## src/rtl/decode_pipe.sv

```systemverilog
// decode_pipe: instruction queue + decoder + registered control-word output with valid/ready.
// Optional RAW scoreboard enabled by defining DECODE_PIPE_SCOREBOARD_EN.
`default_nettype none

module decode_pipe #(
  parameter int XLEN  = 32,
  parameter int DEPTH = 4,
  parameter int CNT_W = $clog2(DEPTH + 1)
) (
  input  logic             clock,
  input  logic             reset,
  input  logic             in_valid,
  output logic             in_ready,
  input  logic [31:0]      in_instr,
  input  logic [XLEN-1:0]  in_pc,
  input  logic             flush,
  output logic             out_valid,
  input  logic             out_ready,
  output logic [XLEN-1:0]  out_pc,
  output logic [6:0]       out_opcode,
  output logic [2:0]       out_funct3,
  output logic [6:0]       out_funct7,
  output logic [4:0]       out_rd,
  output logic [4:0]       out_rs1,
  output logic [4:0]       out_rs2,
  output logic [XLEN-1:0]  out_imm,
  output logic             out_rd_we,
  output logic             out_illegal,
  input  logic             wb_valid,
  input  logic [4:0]       wb_rd,
  output logic [CNT_W-1:0] occupancy
);

  localparam int PTR_W = $clog2(DEPTH);

  typedef enum logic [2:0] {
    FMT_R, FMT_I, FMT_S, FMT_B, FMT_U, FMT_J, FMT_F, FMT_X
  } fmt_e;

  logic [31:0]      mem_q [DEPTH];
  logic [XLEN-1:0]  pcm_q [DEPTH];
  logic [PTR_W-1:0] wr_ptr_q, rd_ptr_q;
  logic [CNT_W-1:0] count_q, count_d;

  logic             push, pop, load, hazard, head_valid;
  logic [31:0]      head;
  fmt_e             fmt;
  logic [31:0]      imm32;
  logic             dec_we;

  logic             out_valid_q;
  logic [XLEN-1:0]  out_pc_q, out_imm_q;
  logic [31:0]      out_instr_q;
  logic             out_we_q, out_ill_q;

  assign head_valid = (count_q != '0);
  assign in_ready   = (count_q < CNT_W'(DEPTH));
  assign push       = in_valid && in_ready && !flush;
  assign load       = head_valid && (!out_valid_q || out_ready) && !hazard && !flush;
  assign pop        = load;
  assign head       = mem_q[rd_ptr_q];

  always_comb begin
    fmt = FMT_X;
    case (head[6:0])
      7'b0000011, 7'b0010011, 7'b1100111, 7'b1110011: fmt = FMT_I;
      7'b0100011: fmt = FMT_S;
      7'b1100011: fmt = FMT_B;
      7'b0110111, 7'b0010111: fmt = FMT_U;
      7'b1101111: fmt = FMT_J;
      7'b0110011: fmt = FMT_R;
      7'b0001111: fmt = FMT_F;
      default:    fmt = FMT_X;
    endcase
  end

  // Fence uses the I-format immediate but never writes rd.
  always_comb begin
    imm32 = '0;
    case (fmt)
      FMT_I, FMT_F: imm32 = {{20{head[31]}}, head[31:20]};
      FMT_S: imm32 = {{20{head[31]}}, head[31:25], head[11:7]};
      FMT_B: imm32 = {{19{head[31]}}, head[31], head[7], head[30:25], head[11:8], 1'b0};
      FMT_U: imm32 = {head[31:12], 12'b0};
      FMT_J: imm32 = {{11{head[31]}}, head[31], head[19:12], head[20], head[30:21], 1'b0};
      default: imm32 = '0;
    endcase
  end

  assign dec_we = (fmt == FMT_R || fmt == FMT_I || fmt == FMT_U || fmt == FMT_J) &&
                  (head[11:7] != 5'd0);

`ifdef DECODE_PIPE_SCOREBOARD_EN
  logic [31:0] busy_q, busy_d;
  logic        uses_rs1, uses_rs2;

  assign uses_rs1 = !(fmt == FMT_U || fmt == FMT_J);
  assign uses_rs2 = (fmt == FMT_R || fmt == FMT_S || fmt == FMT_B);
  assign hazard   = (uses_rs1 && busy_q[head[19:15]]) || (uses_rs2 && busy_q[head[24:20]]);

  // Clear is applied before set so a same-index set wins.
  always_comb begin
    busy_d = busy_q;
    if (flush) begin
      busy_d = '0;
    end else begin
      if (wb_valid) busy_d[wb_rd] = 1'b0;
      if (load && dec_we) busy_d[head[11:7]] = 1'b1;
    end
    busy_d[0] = 1'b0;
  end

  always_ff @(posedge clock or negedge reset) begin
    if (!reset) busy_q <= '0;
    else        busy_q <= busy_d;
  end
`else
  logic unused_wb;
  assign hazard    = 1'b0;
  assign unused_wb = ^{wb_valid, wb_rd};
`endif

  always_comb begin
    count_d = count_q;
    if (flush) count_d = '0;
    else if (push && !pop) count_d = count_q + CNT_W'(1);
    else if (!push && pop) count_d = count_q - CNT_W'(1);
  end

  always_ff @(posedge clock or negedge reset) begin
    if (!reset) begin
      wr_ptr_q <= '0;
      rd_ptr_q <= '0;
      count_q  <= '0;
    end else begin
      count_q <= count_d;
      if (flush) begin
        wr_ptr_q <= '0;
        rd_ptr_q <= '0;
      end else begin
        if (push) wr_ptr_q <= wr_ptr_q + PTR_W'(1);
        if (pop)  rd_ptr_q <= rd_ptr_q + PTR_W'(1);
      end
    end
  end

  always_ff @(posedge clock) begin
    if (push) begin
      mem_q[wr_ptr_q] <= in_instr;
      pcm_q[wr_ptr_q] <= in_pc;
    end
  end

  always_ff @(posedge clock or negedge reset) begin
    if (!reset) begin
      out_valid_q <= 1'b0;
      out_pc_q    <= '0;
      out_imm_q   <= '0;
      out_instr_q <= '0;
      out_we_q    <= 1'b0;
      out_ill_q   <= 1'b0;
    end else if (flush) begin
      out_valid_q <= 1'b0;
    end else if (load) begin
      out_valid_q <= 1'b1;
      out_pc_q    <= pcm_q[rd_ptr_q];
      out_imm_q   <= XLEN'($signed(imm32));
      out_instr_q <= head;
      out_we_q    <= dec_we;
      out_ill_q   <= (fmt == FMT_X);
    end else if (out_ready) begin
      out_valid_q <= 1'b0;
    end
  end

  assign out_valid   = out_valid_q;
  assign out_pc      = out_pc_q;
  assign out_opcode  = out_instr_q[6:0];
  assign out_funct3  = out_instr_q[14:12];
  assign out_funct7  = out_instr_q[31:25];
  assign out_rd      = out_instr_q[11:7];
  assign out_rs1     = out_instr_q[19:15];
  assign out_rs2     = out_instr_q[24:20];
  assign out_imm     = out_imm_q;
  assign out_rd_we   = out_we_q;
  assign out_illegal = out_ill_q;
  assign occupancy   = count_q;

endmodule

`default_nettype wire

```

## config.mk

```make
export PLATFORM = sky130hd
export DESIGN_NAME = decode_pipe
export DESIGN_NICKNAME = d
export VERILOG_FILES = /design/src/rtl/decode_pipe.sv
export SDC_FILE = /design/constraint.sdc
export NUM_CORES = 1
export LEC_CHECK = 0
export ABC_AREA = 1
export CAP_MARGIN = 15
export CORE_MARGIN = 2
export CORE_UTILIZATION = 55
export CTS_CLUSTER_DIAMETER = 80
export DETAILED_ROUTE_END_ITERATION = 10
export PLACE_DENSITY = 0.79
export SYNTH_ARGS = -nofsm -noshare
export SYNTH_HDL_FRONTEND = slang
export SYNTH_SLANG_ARGS = --single-unit
```

## constraint.sdc

```tcl
create_clock -name clock -period 7 [get_ports clock]
set_input_delay 1.4 -clock clock [delete_from_list [all_inputs] [get_ports clock]]
set_output_delay 1.4 -clock clock [all_outputs]
set_load 0.005 [all_outputs]
```

==> flow_summary.json, run 1 <==
{
  "synth_area_per_cell_sq_um": 11.2,
  "overflow": 0,
  "grt_usage_pct": 24.1,
  "root_buffer": "clkbuf_16",
  "die_h_microns": 166,
  "drive_above_1_share_pct": 6.17,
  "tns_ns": 0,
  "die-area_sq_mm": 0.0277,
  "post_cts_resized": 0,
  "synth_cell_types": 31,
  "clkTransAtPathRegs_ns": 0.06,
  "routedWlPerCell_microns": 18.4,
  "arrival_ns": 3.98,
  "vdd_drop_max_uv": 306,
  "end_kind": "flip-flop",
  "utilization_pct": 67.8,
  "cts_sinks": 362,
  "syn_to_final_growth_pct": 21.6,
  "hold_path_depth": 2,
  "max_stage_delay_ns": 0.86,
  "drt_pass1_iterations": 5,
  "rr_startpoint": "rd_ptr_q[0]$_DFFE_PN0P_",
  "slowest_stage": "nor2_4",
  "grt_pass1_wl_mm": 53.1,
  "tightest_slew_ns": 0.931,
  "synthTopCellsByArea": "edfxtp_1 (53%), dfrtp_1 (18%), nand2_1 (9.9%), o21ai_0 (4.8%), nor2_1 (3.7%)",
  "skew_ns": 0.0159,
  "r2r_cells": 11,
  "ys_top_cells_by_count": "nand2_1 (383), edfxtp_1 (256), nor2_1 (142), o21ai_0 (138), dfrtp_1 (106)",
  "synth_async_sr_flop_share_pct": 29.3,
  "core_area_sq_mm": 0.0260,
  "nets": 1525,
  "routed_wl_mm": 33.3,
  "first_iter_violations": 922,
  "slew_headroom_pct": 37.8,
  "synth_seq_cells": 362,
  "synth.most_common_cell": "nand2_1",
  "chipWidth_microns": 166,
  "cts_tree": "yes",
  "holdBufCountCts": 0,
  "finalCritPeriodShare_pct": 54.8,
  "yosysWarningCount": 0,
  "pin_count": 178,
  "synth_area_leader_cell": "edfxtp_1",
  "post-route-min-period_ns": 3.84,
  "initial_utilization_pct": 55.7,
  "cts_buffer_depth": 3,
  "maxCapViolCount": 0,
  "viasPerCell": 5.59,
  "cts_max_level": 2,
  "postSynthCellCount": 1294,
  "synth-edff-count": 256,
  "p_leak_nw": 7.05,
  "synth_fp_nets": 1374,
  "path_buf_inv": 3,
  "regArea_sq_mm": 0.0103,
  "hp-class": "flip-flop to flip-flop",
  "syn_area_sq_mm": 0.0145,
  "gp_congestion": 0.870,
  "clock.fmax_mhz": 261,
  "num_rows": 59,
  "cp_cell_sequence": "clkdlybuf4s50_1 -> inv_1 -> nand3_1 -> nor2_4 -> buf_4",
  "ys.flop_type": "edfxtp_1",
  "rsz0062_at_grt": "no",
  "drcViolationCount": 0,
  "r2r_setup_slack_ns": 3.21,
  "grt_max_degree": 90,
  "multi_input_area_sq_mm": 0.00365,
  "clock_latency_ns": 0.52,
  "status": "finished, final reports clean",
  "fillers": 1889,
  "p_per_area_mw_per_mm2": 404,
  "numCtsBuffers": 37,
  "path_delay_family": "buffers and inverters",
  "numPortBuffers": 171,
  "cp.required_ns": 7.15,
  "dpl_cell_area_sq_mm": 0.0164,
  "stdcell_area_sq_mm": 0.0176,
  "crit_fanout": 38,
  "cp-start-kind": "input port",
  "antenna_found_initial": 4,
  "hold_violations": 0,
  "post_cts_buffers": 0,
  "synth_top_area_share_pct": 53.1,
  "grt_pass1_vias": 10113,
  "ant_nets": 0,
  "whs_endpoint": "out_imm[30]$_DFFE_PN0P_",
  "yosysSeqAreaShare_pct": 71.4,
  "min_from": "out_imm[30]$_DFFE_PN0P_",
  "dp_hpwl_mm": 19.9,
  "slew_viol_final": 0,
  "path_class": "input port to flip-flop",
  "setup_viol": 0,
  "vias": 10139,
  "reg2reg_to": "out_imm[15]$_DFFE_PN0P_",
  "holdWs_ns": 0.479
}
report_power, final:
group | leakage [nW] | switching [W] | internal, W
registers | 3.68 | 0.000263 | 0.00268
logic | 2.81 | 0.00134 | 0.000930
clock network | 0.563 | 0.000780 | 0.00112
total | 7.05 | 0.00238 | 0.00473
worst register-to-register path, stage by stage, from the launching register on:
cell,delay [ns]
dfrtp_4,0.75
inv_4,0.64
nand2_1,0.20
nand3_1,0.13
nand2_2,0.14
nand3_2,0.14
nor2_4,0.07
nor2_2,0.68
nand3_2,0.55
nand2_1,0.28
nand2_1,0.08
nand2_1,0.08
area by class of cell:
type | count | area share, %
repair buffers | 183 | 10.2
clock inverters | 15 | 0.781
clock buffers | 53 | 5.95
multi-input cells | 807 | 20.7
flip-flops and latches | 362 | 58.7
inverters | 54 | 1.18
diodes | 4 | 0.0568
well taps | 335 | 2.38
cell families (layout without fill, tap and decap cells):
| logic type | Yosys count | in the layout | synth area share (%) |
|---|---|---|---|
| other | 0 | 4 | 0 |
| AOI/OAI and AO/OA | 221 | 221 | 8.44 |
| and+or+nand+nor | 580 | 580 | 16.0 |
| xor gates and xnor gates | 1 | 1 | 0.0605 |
| adders and majority gates | 5 | 5 | 0.484 |
| buffers and inverters | 125 | 305 | 3.67 |
| DFF | 362 | 362 | 71.4 |
layout by cell type (no fill, tap or decap):
master and n:
nand2_4 1, dfrtp_2 1, dfrtp_4 1, nor3_1 1
inv_4 2, o21ai_0 138, clkinv_2 4, clkinvlp_4 5
a32oi_1 8, nand3_1 39, bufinv_16 2, nor2_1 137
nand2_1 383, or2_2 1, nor2_8 1, inv_2 2
a31oi_1 1, nor2_4 7, clkbuf_16 39, clkbuf_1 12
fa_1 1, inv_6 1, xor2_1 1, a32o_1 6
and2_1 1, nand2_2 5, clkdlybuf4s50_1 170, nand3_4 1
edfxtp_1 256, clkinv_1 3, o22ai_1 44, ha_1 4
nor2_2 1, inv_1 50, diode_2 4, clkbuf_8 2
a21oi_1 24, nand3_2 2, dfrtp_1 104, buf_4 13
worst max-delay path by stage:
| stage | startpoint | slack (ns) | endpoint | cells past startpoint |
|---|---|---|---|---|
| after floorplan | flush | 2.16 | mem_q[0][0]$_DFFE_PP_ | 3 |
| after global placement | flush | 2.61 | pcm_q[2][15]$_DFFE_PP_ | 5 |
| after detailed placement | flush | 2.58 | pcm_q[2][18]$_DFFE_PP_ | 5 |
| after CTS | flush | 3.12 | mem_q[2][29]$_DFFE_PP_ | 5 |
| after global routing | rd_ptr_q[0]$_DFFE_PN0P_ | 2.81 | out_imm[16]$_DFFE_PN0P_ | 12 |
| final | flush | 3.16 | pcm_q[2][18]$_DFFE_PP_ | 5 |
state kept, by name, indices dropped and copies added (netlist names):
| signal | count |
|---|---|
| mem_q | 128 |
| pcm_q | 128 |
| out_imm | 32 |
| out_instr_q | 32 |
| out_pc | 32 |
| occupancy | 3 |
| rd_ptr_q | 2 |
| wr_ptr_q | 2 |
| out_illegal | 1 |
| out_rd_we | 1 |
| out_valid | 1 |
stage by stage:
stage          total power, W  setup slack [ns]  instances
6_report              0.00711              3.16       1813
2_1_floorplan         0.00418              2.16       1294
3_5_place_dp          0.00523              2.58       1741
4_1_cts               0.00714              3.12       1809
5_1_grt               0.00751              2.81       1811
3_3_place_gp          0.00515              2.61       1741
per-layer routing:
layer  vias up  share of wire [%]  GRT usage, %
met3        60                7.8          6.08
met5         -              0.039             0
li1       4722                  -             -
met4         2                2.6          8.36
met2       403                 49          40.5
met1      4952                 41          31.0
No activity file was read; power rests on OpenSTA's default activity.
==> inputs of run 2 (changes only) <==
Settings changed: CORE_UTILIZATION 55 to 50, PLACE_DENSITY 0.79 to 0.76.
Clock period 7 ns to 3.5 ns, I/O delays scaled along.
==> run 2 against run 1 <==
Net effect:
- die area increased by 9.8%
- core utilization decreased by 5.5 points
- highest routed layer unchanged
- cell area increased by 1.2%
- global-route usage decreased by 2.3 points
- worst hold slack got worse by 0.16 ns
- clock-buffer cell count increased by 1
- flip-flop and latch count unchanged
- sequential share of layout area decreased by 0.70 points
- non-clock buffer count increased by 6
- sequential power increased by 96%
- via count decreased by 1.7%
- cell count increased by 2.8%
- critical path type is now flip-flop to flip-flop
==> flow_summary.json, run 2 (synthesis gave the netlist of run 1 again) <==
{
  "setup_viol": 0,
  "routedWlPerCell_microns": 17.7,
  "drt_pass1_iterations": 5,
  "hp-class": "input port to async pin",
  "numPortBuffers": 171,
  "grt_usage_pct": 21.8,
  "nets": 1531,
  "overflow": 0,
  "initial_utilization_pct": 50.6,
  "pin_count": 178,
  "core_area_sq_mm": 0.0286,
  "viasPerCell": 5.35,
  "num_rows": 62,
  "r2r_cells": 13,
  "dp_hpwl_mm": 19.9,
  "slew_headroom_pct": 37.7,
  "rr_startpoint": "rd_ptr_q[0]$_DFFE_PN0P_",
  "hold_violations": 0,
  "post_cts_buffers": 0,
  "grt_max_degree": 132,
  "slowest_stage": "dfrtp_4",
  "cp_cell_sequence": "buf_12 -> nand2_1 -> nand3_1 -> nand2_1 -> nor2_1 -> nand3_1 -> nor2_1 -> nor2_1 -> nand2_4 -> nand3_2 -> nand2_1 -> nand2_1 -> nand2_1",
  "clkTransAtPathRegs_ns": 0.06,
  "chipWidth_microns": 174,
  "skew_ns": 0.0193,
  "cp-start-kind": "flip-flop",
  "vias": 9966,
  "slew_viol_final": 0,
  "tns_ns": 0,
  "p_int_w": 0.00961,
  "biggestRegsByFlops": "mem_q: 128 flops, pcm_q: 128 flops",
  "crit_fanout": 131,
  "die-area_sq_mm": 0.0303,
  "status": "finished, final reports clean",
  "maxCapViolCount": 0,
  "cts_max_level": 2,
  "numCtsBuffers": 37,
  "holdBufCountCts": 0,
  "cts_tree": "yes",
  "p_leak_nw": 7.14,
  "cp.required_ns": 3.95,
  "reg2reg_to": "out_imm[21]$_DFFE_PN0P_",
  "arrival_ns": 3.29,
  "netSwitchingPower_w": 0.00473,
  "end_kind": "flip-flop",
  "die_h_microns": 174,
  "grt_pass1_vias": 9698,
  "max_stage_delay_ns": 0.44,
  "p_clk_share_pct": 27.1,
  "drive_above_1_share_pct": 6.63,
  "cts_sinks": 362,
  "first_iter_violations": 956,
  "p_seq_share_pct": 40.2,
  "grt_pass1_wl_mm": 52.2,
  "p_per_area_mw_per_mm2": 804,
  "power_switching_share_pct": 33.0,
  "stdcell_area_sq_mm": 0.0178,
  "ant_nets": 0,
  "vdd_drop_max_uv": 579,
  "routed_wl_mm": 33.0,
  "r2r_setup_slack_ns": 0.66,
  "finalCritPeriodShare_pct": 81.1,
  "rsz0062_at_grt": "no",
  "final_common_cell": "nand2_1",
  "antenna_found_initial": 3,
  "tightest_slew_ns": 0.934,
  "cts_buffer_depth": 3,
  "path_class": "flip-flop to flip-flop",
  "clock_latency_ns": 0.53,
  "post_cts_resized": 0,
  "root_buffer": "clkbuf_16",
  "drcViolationCount": 0,
  "gp_congestion": 0.856,
  "post-route-min-period_ns": 2.84,
  "pwr-share-comb_pct": 32.7,
  "syn_to_final_growth_pct": 23.1,
  "clock.fmax_mhz": 352,
  "cp_common_cell": "nand2_1",
  "mostFrequentLayoutCells": "nand2_1 (383), edfxtp_1 (256), clkdlybuf4s50_1 (170)",
  "dpl_cell_area_sq_mm": 0.0166
}
==> run 2: changes by cell type in the layout (fill, tap and decap cells not counted), moves of 2 or more <==
cell        delta
buf_12         +7
clkbuf_1       -3
clkbuf_16      -2
clkbuf_8       +6
clkinvlp_4     -5
diode_2        -3
==> run 2: worst max-delay path: cells and delay by family, from the launching register on <==
family                 cells  cell delay (ns)
AND/OR/NAND/NOR           12             1.79
flip-flops                 1             0.44
buffers and inverters      1             0.40
==> run 2: worst max-delay path by stage <==
stage | from | to | slack, ns
final | rd_ptr_q[0]$_DFFE_PN0P_ | out_imm[21]$_DFFE_PN0P_ | 0.66
after global routing | rd_ptr_q[0]$_DFFE_PN0P_ | out_imm[16]$_DFFE_PN0P_ | 0.25
after CTS | rd_ptr_q[0]$_DFFE_PN0P_ | out_imm[11]$_DFFE_PN0P_ | 0.66
after detailed placement | flush | mem_q[2][25]$_DFFE_PP_ | 0.69
after global placement | flush | mem_q[3][25]$_DFFE_PP_ | 0.73
after floorplan | flush | mem_q[0][0]$_DFFE_PP_ | -0.64
==> run 2: layer usage <==
layer  vias to the layer above  part of all wire [%]  GRT usage [%]
li1                       4736                     -              -
met1                      4787                    42           29.2
met2                       380                    48           36.1
met3                        59                   7.1           4.66
met4                         4                   2.3           6.51
met5                         -                  0.10              0
==> run 2: power groups by stage <==
stage | logic, W | registers [W] | clock network, W
3_3_place_gp | 0.00456 | 0.00582 | 0
4_1_cts | 0.00473 | 0.00575 | 0.00395
3_5_place_dp | 0.00470 | 0.00583 | 0
6_report | 0.00469 | 0.00576 | 0.00389
5_1_grt | 0.00524 | 0.00583 | 0.00412
2_1_floorplan | 0.00256 | 0.00581 | 0
==> run 2: per-stage QoR <==
step,utilization (%),hold WS [ns],cells,total power (W),setup WS (ns)
after global placement,58.0,0.465,1796,0.0104,0.734
final,62.3,0.321,1864,0.0143,0.662
after global routing,62.3,0.405,1863,0.0152,0.252
after detailed placement,58.0,0.464,1796,0.0105,0.688
after CTS,62.3,0.353,1863,0.0144,0.663
after floorplan,-,0.404,1294,0.00837,-0.644
==> run 2: cell type report <==
class | instances | area (sq um)
clock buffers | 54 | 1070
inverters | 54 | 208
repair buffers | 189 | 1930
fillers | 2208 | 10800
diodes | 1 | 2.50
clock inverters | 13 | 143
flip-flops and latches | 362 | 10300
well taps | 384 | 480
multi-input cells | 807 | 3650
==> inputs of run 3 (changes only) <==
Settings changed: CORE_UTILIZATION 50 to 55, PLACE_DENSITY 0.76 to 0.79.
Clock period 3.5 ns to 2.9 ns, I/O delays scaled along.
==> run 3 against run 2 <==
Net effect:
- global-route usage grew 2.2 points
- combinational power grew 23%
- cell count shrank 2.5%
- non-clock buffer count grew 6
- setup slack lost 0.37 ns
- core utilization grew 6.5 points
- sequential share of layout area shrank 0.15 points
- flip-flop and latch count is the same
- critical endpoint is now out_imm[20]$_DFFE_PN0P_
- largest cell class unchanged
- highest routed layer unchanged
==> flow_summary.json, run 3 (synthesis gave the netlist of run 1 again) <==
{
  "status": "finished, final reports clean",
  "routedWlPerCell_microns": 18.3,
  "cts_max_level": 2,
  "fin_cells": 1818,
  "cts_sinks": 362,
  "vdd_drop_max_uv": 573,
  "core_area_sq_mm": 0.0260,
  "p_leak_nw": 7.17,
  "post-route-min-period_ns": 2.61,
  "drt_pass1_iterations": 5,
  "biggestRegsByFlops": "mem_q: 128 flops, pcm_q: 128 flops",
  "post-place-ws_ns": -0.0484,
  "drive_above_1_share_pct": 6.82,
  "dpl_cell_area_sq_mm": 0.0167,
  "die_h_microns": 166,
  "slew_headroom_pct": 58.3,
  "netSwitchingPower_w": 0.00577,
  "clkTransAtPathRegs_ns": 0.06,
  "cp.required_ns": 3.36,
  "power_w": 0.0174,
  "tightest_slew_ns": 0.625,
  "clock.fmax_mhz": 384,
  "crit_fanout": 106,
  "overflow": 0,
  "gp_congestion": 0.875,
  "max_stage_delay_ns": 0.57,
  "path_class": "flip-flop to flip-flop",
  "antenna_found_initial": 3,
  "reg2reg_to": "out_imm[20]$_DFFE_PN0P_",
  "p_int_w": 0.0116,
  "holdBufCountCts": 0,
  "rr_startpoint": "rd_ptr_q[0]$_DFFE_PN0P_",
  "die-area_sq_mm": 0.0277,
  "post_cts_buffers": 0,
  "finalCritPeriodShare_pct": 89.9,
  "skew_ns": 0.0241,
  "hold_violations": 0,
  "cp-start-kind": "flip-flop",
  "numPortBuffers": 171,
  "grt_usage_pct": 24.0,
  "numCtsBuffers": 36,
  "cp_cell_sequence": "inv_4 -> buf_12 -> nand2_1 -> a32oi_2 -> inv_1 -> nor2_8 -> nor2_1 -> nand2_1 -> nand2_1 -> nand2_1",
  "setup_viol": 0,
  "grt_max_degree": 107,
  "stdcell_area_sq_mm": 0.0179,
  "slowest_stage": "dfrtp_4",
  "chipWidth_microns": 166,
  "maxCapViolCount": 0,
  "first_iter_violations": 1188,
  "dp_hpwl_mm": 20.3,
  "pin_count": 178,
  "syn_to_final_growth_pct": 23.4,
  "vias": 10111,
  "ant_nets": 0,
  "r2r_cells": 10,
  "arrival_ns": 3.07,
  "grt_pass1_wl_mm": 52.7,
  "cts_tree": "yes",
  "pwr-share-comb_pct": 33.2,
  "p_clk_share_pct": 26.7,
  "root_buffer": "clkbuf_16",
  "initial_utilization_pct": 55.7,
  "numPlacedInstances": 1753,
  "rsz0062_at_grt": "no",
  "final.setup.worst_slack_ns": 0.293,
  "end_kind": "flip-flop",
  "mostFrequentLayoutCells": "nand2_1 (383), edfxtp_1 (256), clkdlybuf4s50_1 (170)",
  "slew_viol_final": 0,
  "clock_latency_ns": 0.53,
  "p_per_area_mw_per_mm2": 973,
  "cts_buffer_depth": 3,
  "tns_ns": 0,
  "hp-class": "input port to async pin",
  "drcViolationCount": 0,
  "num_rows": 59,
  "viasPerCell": 5.56,
  "nets": 1536,
  "cp_common_cell": "nand2_1",
  "routed_wl_mm": 33.2,
  "final_common_cell": "nand2_1",
  "power_switching_share_pct": 33.2,
  "grt_pass1_vias": 9955,
  "r2r_setup_slack_ns": 0.29,
  "p_seq_share_pct": 40.1
}
-- run 3: what timing repair did --
action / CTS / global route
resized for setup: 1 / 2
pin swaps: 0 / 0
endpoints found under the setup margin: 14 / 20
-- run 3: area by class of cell --
type	instances	area (sq um)
timing repair buffer	195	2050
antenna	1	2.50
multi-input combinational	807	3670
inverter	54	208
tap	335	419
sequential	362	10300
clock buffer	50	1000
fill	1810	8110
clock inverter	14	175
-- run 3: critical path: cells and delay by family (launching register included) --
kind / cells / cell delay, ns
DFF: 1 / 0.57
AOI/OAI and AO/OA: 1 / 0.41
buffers and inverters: 3 / 0.82
and+or+nand+nor: 6 / 0.72
-- run 3: per-layer routing --
layer / GRT usage [%] / wire length (microns)
met1: 31.5 / 13400
met2: 40.6 / 16500
met3: 4.84 / 2400
met4: 7.76 / 926
met5: 0 / 11
-- run 3: how the worst max path moves through the flow --
stage	start	endpoint	slack, ns	cells past startpoint
6_report	rd_ptr_q[0]$_DFFE_PN0P_	out_imm[20]$_DFFE_PN0P_	0.29	10
5_1_grt	rd_ptr_q[0]$_DFFE_PN0P_	out_imm[20]$_DFFE_PN0P_	0.08	10
4_1_cts	rd_ptr_q[0]$_DFFE_PN0P_	out_imm[20]$_DFFE_PN0P_	0.09	10
3_5_place_dp	rd_ptr_q[0]$_DFFE_PN0P_	out_imm[20]$_DFFE_PN0P_	-0.05	11
3_3_place_gp	rd_ptr_q[1]$_DFFE_PN0P_	out_imm[12]$_DFFE_PN0P_	0.02	11
2_1_floorplan	flush	mem_q[0][0]$_DFFE_PP_	-0.12	3
-- run 3: through the flow --
stage / hold WS, ns / utilization, %
CTS: 0.00699 / 68.7
floorplan: 0.284 / -
global route: 0.0321 / 68.8
finish: 0.00883 / 68.8
detailed placement: 0.465 / 64.2
global placement: 0.463 / 64.2
-- run 3: power by group through the flow --
stage	Sequential [W]	Combinational, W	Clock [W]
after global placement	0.00704	0.00556	0
after global routing	0.00708	0.00640	0.00490
after floorplan	0.00700	0.00310	0
after CTS	0.00698	0.00578	0.00469
final	0.00698	0.00577	0.00464
after detailed placement	0.00706	0.00571	0
